[config.mk]
export PLATFORM = sky130hd
export DESIGN_NAME = button_conditioner
export DESIGN_NICKNAME = d
export VERILOG_FILES = /design/src/rtl/button_conditioner.sv
export SDC_FILE = /design/constraint.sdc
export NUM_CORES = 1
export LEC_CHECK = 0
export CORE_AREA = 2 2 101 103
export DETAILED_ROUTE_END_ITERATION = 6
export DIE_AREA = 0 0 103 105
export HOLD_SLACK_MARGIN = 0.12
export PLACE_DENSITY_LB_ADDON = 0.1
export SLEW_MARGIN = 20
export SYNTH_ARGS = -nofsm -noshare
export SYNTH_HDL_FRONTEND = slang
export SYNTH_SLANG_ARGS = --single-unit
export TNS_END_PERCENT = 5
[constraint.sdc]
create_clock -name CLOCK -period 4.16 [get_ports CLOCK]
set_clock_uncertainty 0.15 [all_clocks]
set_input_delay 1.248 -clock CLOCK [delete_from_list [all_inputs] [get_ports CLOCK]]
set_output_delay 1.248 -clock CLOCK [all_outputs]
set_load 0.01 [all_outputs]
[src/rtl/button_conditioner.sv]
// Button front end for the snake master: synchronises and debounces four buttons,
// emits press pulses, and keeps the snake heading with reversal rejection.
module button_conditioner #(
    parameter int DB_LIMIT = 50000,
    parameter int DB_W     = 16
) (
    input  logic       CLOCK,
    input  logic       RESET,
    input  logic [3:0] BTN_RAW,
    input  logic [1:0] STATE_IN,
    output logic [3:0] BTN_LEVEL,
    output logic [3:0] BTN_PRESS,
    output logic [1:0] DIRECTION,
    output logic       DIR_CHANGED
);

    localparam logic [DB_W-1:0] LP_CNT_MAX = DB_W'(DB_LIMIT - 1);
    localparam logic [1:0] LP_ST_IDLE = 2'b00;
    localparam logic [1:0] LP_ST_PLAY = 2'b01;
    localparam logic [1:0] LP_DIR_RIGHT = 2'b01;

    logic [3:0]      r_sync1;
    logic [3:0]      r_sync2;
    logic [DB_W-1:0] r_cnt [4];
    logic [3:0]      r_level;
    logic [3:0]      r_press;
    logic [1:0]      r_dir;
    logic            r_dir_chg;

    logic [1:0]      w_cand;
    logic [1:0]      w_dir_next;
    logic            w_dir_chg_next;

    always_ff @(posedge CLOCK or negedge RESET) begin
        if (!RESET) begin
            r_sync1 <= '0;
            r_sync2 <= '0;
        end else begin
            r_sync1 <= BTN_RAW;
            r_sync2 <= r_sync1;
        end
    end

    // Level flips only after DB_LIMIT consecutive disagreeing samples; the
    // press pulse is raised on the same edge that sets a level to 1.
    always_ff @(posedge CLOCK or negedge RESET) begin
        if (!RESET) begin
            for (int i = 0; i < 4; i++) begin
                r_cnt[i] <= '0;
            end
            r_level <= '0;
            r_press <= '0;
        end else begin
            for (int i = 0; i < 4; i++) begin
                r_press[i] <= 1'b0;
                if (r_sync2[i] == r_level[i]) begin
                    r_cnt[i] <= '0;
                end else if (r_cnt[i] == LP_CNT_MAX) begin
                    r_level[i] <= r_sync2[i];
                    r_press[i] <= r_sync2[i];
                    r_cnt[i]   <= '0;
                end else begin
                    r_cnt[i] <= r_cnt[i] + 1'b1;
                end
            end
        end
    end

    always_comb begin
        w_cand = 2'd0;
        if (r_press[0]) begin
            w_cand = 2'd0;
        end else if (r_press[1]) begin
            w_cand = 2'd1;
        end else if (r_press[2]) begin
            w_cand = 2'd2;
        end else if (r_press[3]) begin
            w_cand = 2'd3;
        end
    end

    // Idle pins the heading to right; only the priority winner of a press
    // event is considered, and a reversal drops the whole event.
    always_comb begin
        w_dir_next     = r_dir;
        w_dir_chg_next = 1'b0;
        if (STATE_IN == LP_ST_IDLE) begin
            w_dir_next = LP_DIR_RIGHT;
        end else if (STATE_IN == LP_ST_PLAY && r_press != 4'b0000) begin
            if (w_cand != (r_dir ^ 2'b10) && w_cand != r_dir) begin
                w_dir_next     = w_cand;
                w_dir_chg_next = 1'b1;
            end
        end
    end

    always_ff @(posedge CLOCK or negedge RESET) begin
        if (!RESET) begin
            r_dir     <= LP_DIR_RIGHT;
            r_dir_chg <= 1'b0;
        end else begin
            r_dir     <= w_dir_next;
            r_dir_chg <= w_dir_chg_next;
        end
    end

    assign BTN_LEVEL   = r_level;
    assign BTN_PRESS   = r_press;
    assign DIRECTION   = r_dir;
    assign DIR_CHANGED = r_dir_chg;

endmodule

==> results of run 1 <==
[state kept, by name (all words and copies together) (netlist names)]
| register | flops |
|---|---|
| r_cnt | 64 |
| DIR_CHANGED | 1 |
| r_sync1 | 4 |
| DIRECTION | 2 |
| BTN_LEVEL | 4 |
| BTN_PRESS | 4 |
| r_sync2 | 4 |
[layout by cell type, fill, tap and decap left out, types with 2 or more instances in the layout]
| cell | count |
|---|---|
| a21oi_1 | 3 |
| nand4_1 | 19 |
| o21ai_0 | 2 |
| buf_4 | 4 |
| clkbuf_8 | 10 |
| clkdlybuf4s50_1 | 17 |
| or4_1 | 2 |
| nor4_1 | 16 |
| xnor2_1 | 47 |
| ha_1 | 4 |
| mux2_2 | 3 |
| and3_1 | 6 |
| nor2b_1 | 3 |
| o221ai_1 | 2 |
| nand3_1 | 20 |
| nand2_1 | 15 |
| xor2_1 | 11 |
| inv_1 | 14 |
| nor2_1 | 72 |
| clkinv_2 | 3 |
| nor4b_1 | 4 |
| nor3b_1 | 3 |
| nor3_1 | 14 |
| dfrtp_1 | 82 |
| nor4bb_1 | 6 |
[stage by stage]
stage                     power (mW)  area [um2]  std cells  worst slack [ps]
after detailed placement       0.900        4170        517              1610
after CTS                       1.49        4370        533              1320
after floorplan                0.867        3820        368              2150
after global routing            1.53        4370        533              1300
after global placement         0.900        4170        517              1630
final                           1.46        4370        533              1350
[worst max-delay path by stage]
stage,startpoint,endpoint,cells after the start
final,DIRECTION[0],DIRECTION[0],1
after global routing,DIRECTION[0],DIRECTION[0],1
after CTS,DIRECTION[0],DIRECTION[0],1
after detailed placement,STATE_IN[1],DIRECTION[1],4
after global placement,STATE_IN[1],DIRECTION[1],4
after floorplan,STATE_IN[1],DIRECTION[1],3
[final cells by class]
cell class              count  area (um2)
multi-input cells         266        1670
inverters                  14        52.6
flip-flops and latches     83        2080
fillers                   967        5270
clock inverters             5        52.6
well taps                 133         166
repair buffers             21         200
clock buffers              11         141
[power by group]
group          internal [mW]  leakage, nW  switching, mW
Combinational         0.0182        0.514         0.0332
Clock                  0.291       0.0991          0.284
Sequential             0.819         1.13         0.0112
[synthesized netlist by cell type, types with 2 or more instances]
cell and number:
dfrtp_1 82, nor2_1 72, xnor2_1 47, nand3_1 20, nand4_1 19, nor4_1 16, nand2_1 15, inv_1 14
nor3_1 14, xor2_1 11, and3_1 6, nor4bb_1 6, clkbuf_1 4, ha_1 4, nor4b_1 4, a21oi_1 3
mux2_2 3, nor2b_1 3, nor3b_1 3, o21ai_0 2, o221ai_1 2, or4_1 2
[metal layers]
metal | track usage | vias to the layer above
met5 | 0 | -
met4 | 0.0620 | 0
met3 | 0.0261 | 10
met2 | 0.221 | 28
met1 | 0.222 | 1280
li1 | - | 1335
[cell families after synthesis]
family,after synthesis,synth area share
buffers and inverters,19,0.0190
and+or+nand+nor,187,0.253
AOI/OAI and AO/OA,12,0.0239
DFF,83,0.543
xor gates and xnor gates,58,0.133
muxes,5,0.0154
adders and majority gates,4,0.0131
==> qor.yml, run 1 <==
outcome:
  outcome: "finished, final reports clean"
global_routing:
  gr-total-overflow: 0
  grt_max_degree: 70
  grt_usage: 0.151
  grt_pass1_wl_um: 12800
  grt_pass1_vias: 2572
  antenna_found_initial: 0
logic_synthesis:
  syn_inst: 368
  yosysTopAreaCellShare: 0.536
  synth_edf_count: 0
  synth-main-ff-cell: "dfrtp_1"
  synthArstFlopShare: 1.00
  synth_top_cell_by_area: "dfrtp_1"
  synth_cell_types: 38
  synthTopCellsByArea: "dfrtp_1, xnor2_1, nor2_1"
  ys_seq_elements: 83
  yosysSeqAreaShare: 0.543
  ys_warn_count: 0
  syn_nets: 380
  synth_area_um2: 3820
  avgSynthCellArea_um2: 10.4
detailed_routing:
  drt_iter0_drc: 84
  vias_per_cell: 4.98
  maxUsedRoutingLayer: "met4"
  dr.pass1.iters: 4
  ant_nets: 0
  route.layer.met1.wl_um: 3730
  wirelength_um: 7340
  route.detailed.drc: 0
  avgRoutedWirePerCell_um: 13.8
  dr_wl_met2_um: 3320
  met3_length_um: 170
  vias: 2653
critical_path:
  start_kind: "flip-flop"
  r2r_setup_slack_ps: 1840
  worstSetupPathType: "flip-flop to output pin"
  r2r_cells: 5
  slowest_delay_ps: 540
  crit_buf_inv: 1
  cp_slowest_cell: "dfstp_2"
  required_ps: 2760
  critical_path.top_delay_family: "flip-flops"
  arrival_ps: 1410
  cp-end-kind: "output pin"
  timing.rr.start: "r_cnt[32]"
  r2r_end: "r_cnt[47]"
  crit_fanout: 3
  crit_chain: "clkdlybuf4s50_1"
worst_hold_path:
  hold_start: "r_sync1[1]"
  min_path_cells: 0
  hp-class: "flip-flop to flip-flop"
  holdPathEnd: "r_sync2[1]"
final_layout:
  drive_gt1_frac: 0.0750
  fin_util: 0.453
  final_net_count: 407
  synthToLayoutAreaGrowth_pct: 14.1
  n_antenna_cell: 0
sta:
  max_freq_ghz: 0.356
  timing.final.crit_share: 0.675
  report.final.slew_viol_count: 0
  whs_ps: 202
  worst-slew-pin-transition_ps: 875
  rsz0062_at_grt: "false"
  setup_viol: 0
  slew_headroom: 0.416
  tns_ps: 0
  layout_min_cycle_time_ps: 2810
  hold_violations: 0
clock_tree:
  cts_num_sinks: 83
  hold_buffers: 0
  post_cts_resized: 0
  clkLatencyLatePin_ps: 350
  cts_setup_buffers: 0
  clk_pin_slew_ps: 80
  cts_root_buffer: "clkbuf_8"
  cts_tree: "done"
  cts_max_path_buffers: 2
  cts_made_buffers: 9
  cts_max_level: 3
floorplanning:
  dieArea_um2: 10800
  die_h_um: 105
  std_cell_rows: 36
  core_area_um2: 9640
  ios: 19
  initial_core_util: 0.397
  die_w_um: 103
pwr:
  power.density_nw_per_um2: 334
  ir_drop_v: 0.000205
  p_leak_nw: 1.74
placed_design:
  globalplace.congestion: 0.767
  dpl.hpwl_um: 4910
  io_buffers: 18
job:
  maxCapViolations: 0
No activity file was read; power rests on OpenSTA's default activity.
==> run 2: changes to the inputs <==
==> constraint.sdc (replaced) <==
create_clock -name CLOCK -period 2.7 [get_ports CLOCK]
set_clock_uncertainty 0.15 [all_clocks]
set_input_delay 0.81 -clock CLOCK [delete_from_list [all_inputs] [get_ports CLOCK]]
set_output_delay 0.81 -clock CLOCK [all_outputs]
set_load 0.01 [all_outputs]
==> qor.yml, run 2 (synthesis gave the netlist of run 1 again) <==
detailed_routing:
  maxUsedRoutingLayer: "met4"
  dr.pass1.iters: 4  # unchanged
  dr_wl_met2_um: 3210  # -3.2%
  vias_per_cell: 4.96  # -0.38%
  avgRoutedWirePerCell_um: 13.5  # -2.1%
  ant_nets: 0  # unchanged
  wirelength_um: 7170  # -2.4%
  route.detailed.drc: 0  # unchanged
  vias: 2633  # -0.75%
  met3_length_um: 219  # +29%
  drt_iter0_drc: 101  # +20%
  route.layer.met1.wl_um: 3630  # -2.7%
critical_path:
  arrival_ps: 1430  # +20 ps
  slowest_delay_ps: 550  # about the same
  cp-end-kind: "output pin"
  crit_chain: "clkdlybuf4s50_1"
  crit_buf_inv: 1  # unchanged
  worstSetupPathType: "flip-flop to output pin"
  required_ps: 1740  # -1020 ps
  critical_path.top_delay_family: "flip-flops"
  cp_slowest_cell: "dfstp_2"
  crit_fanout: 3  # unchanged
  r2r_setup_slack_ps: 640  # -1200 ps
  start_kind: "flip-flop"
placed_design:
  pre_cts_ws_ps: 553  # -1060 ps
  io_buffers: 18  # unchanged
  dpl.hpwl_um: 4890  # -0.46%
  globalplace.congestion: 0.782  # +1.9%
job:
  maxCapViolations: 0  # unchanged
sta:
  worst-slew-pin-transition_ps: 560  # -316 ps
  setup_viol: 0  # unchanged
  timing.final.crit_share: 0.886
  rsz0062_at_grt: "false"
  max_freq_ghz: 0.418
  hold_violations: 0  # unchanged
  report.final.slew_viol_count: 0  # unchanged
  fin_ws_ps: 308  # -1040 ps
  slew_headroom: 0.623  # +0.206
  tns_ps: 0  # unchanged
  layout_min_cycle_time_ps: 2390
outcome:
  outcome: "finished, final reports clean"
clock_tree:
  cts_setup_buffers: 0  # unchanged
  cts_root_buffer: "clkbuf_8"
  hold_buffers: 0  # unchanged
  cts_num_sinks: 83  # unchanged
  post_cts_resized: 0  # unchanged
  cts_made_buffers: 9  # unchanged
  cts_max_path_buffers: 2  # unchanged
  clkLatencyLatePin_ps: 360  # about the same
  clk_pin_slew_ps: 80  # about the same
  cts_max_level: 3  # unchanged
  cts_tree: "done"
final_layout:
  final_cell_mix: "dfrtp_1, nor2_1, xnor2_1"
  largest_register_ffs: 64  # unchanged
  synthToLayoutAreaGrowth_pct: 14.5
  regMostFlops: "r_cnt"
  layout_commonest_cell: "dfrtp_1"
  fin_util: 0.454  # +0.00130
  final_net_count: 406  # -0.25%
  drive_gt1_frac: 0.0729  # -0.00214
  n_antenna_cell: 0  # unchanged
worst_hold_path:
  hp-class: "primary input to async pin"
floorplanning:
  dieArea_um2: 10800  # unchanged
  std_cell_rows: 36  # unchanged
  ios: 19  # unchanged
  initial_core_util: 0.397  # unchanged
  die_w_um: 103  # unchanged
  core_area_um2: 9640  # unchanged
  die_h_um: 105  # unchanged
global_routing:
  grt_pass1_vias: 2650  # +3.0%
  antenna_found_initial: 0  # unchanged
  gr-total-overflow: 0  # unchanged
  grt_max_degree: 61  # -13%
  grt_pass1_wl_um: 12800  # -0.26%
  grt_usage: 0.152  # +0.000671
pwr:
  power.density_nw_per_um2: 518  # +55%
  p_leak_nw: 1.74  # -0.11%
  ir_drop_v: 0.000303  # +48%
==> run 2: cell types whose count changed in the layout (fill, tap and decap cells not counted), sizes merged <==
| cell | before | now |
|---|---|---|
| clkinvlp | 1 | 2 |
| clkinv | 3 | 1 |
| buf | 4 | 3 |
==> run 2: worst paths after layout <==
path                           endpoint    startpoint  cells after the start
hold reg to reg              r_sync2[1]    r_sync1[1]                      0
max in group asynchronous  DIRECTION[0]         RESET                      2
setup reg to reg              r_cnt[53]     r_cnt[48]                      5
min in group CLOCK           r_sync2[1]    r_sync1[1]                      0
hold / removal                r_cnt[56]         RESET                      1
setup / recovery           DIRECTION[0]  DIRECTION[0]                      1
==> run 2: final cells by class <==
cell class,instances,area [um2]
fill,943,5260
timing repair buffer,20,205
clock buffer,11,151
inverter,14,52.6
clock inverter,4,50.0
tap,133,166
sequential,83,2080
multi-input combinational,266,1670
==> run 2: routing by layer <==
| layer | up-vias | GRT usage |
|---|---|---|
| met2 | 30 | 0.222 |
| met4 | 0 | 0.0508 |
| met1 | 1273 | 0.214 |
| li1 | 1320 | - |
| met3 | 10 | 0.0468 |
| met5 | - | 0 |
==> run 2: worst register-to-register path, stage by stage (launching register included) <==
cell	delay, ps
dfrtp_1	400
ha_1	200
nand3_1	240
nand4b_1	360
nand2_1	480
nor2_1	110
==> run 2: power by group <==
group	switching (mW)	internal [mW]
Sequential	0.0175	1.26
Clock	0.438	0.471
Combinational	0.0502	0.0286
Total	0.506	1.76
==> run 2: stage by stage <==
stage / std cells / hold slack, ps / total power, mW / cell area (um2)
2_1_floorplan: 368 / 181 / 1.34 / 3820
3_5_place_dp: 516 / 185 / 1.39 / 4180
6_report: 531 / 191 / 2.27 / 4380
5_1_grt: 531 / 201 / 2.38 / 4380
3_3_place_gp: 516 / 183 / 1.39 / 4180
4_1_cts: 531 / 196 / 2.32 / 4380
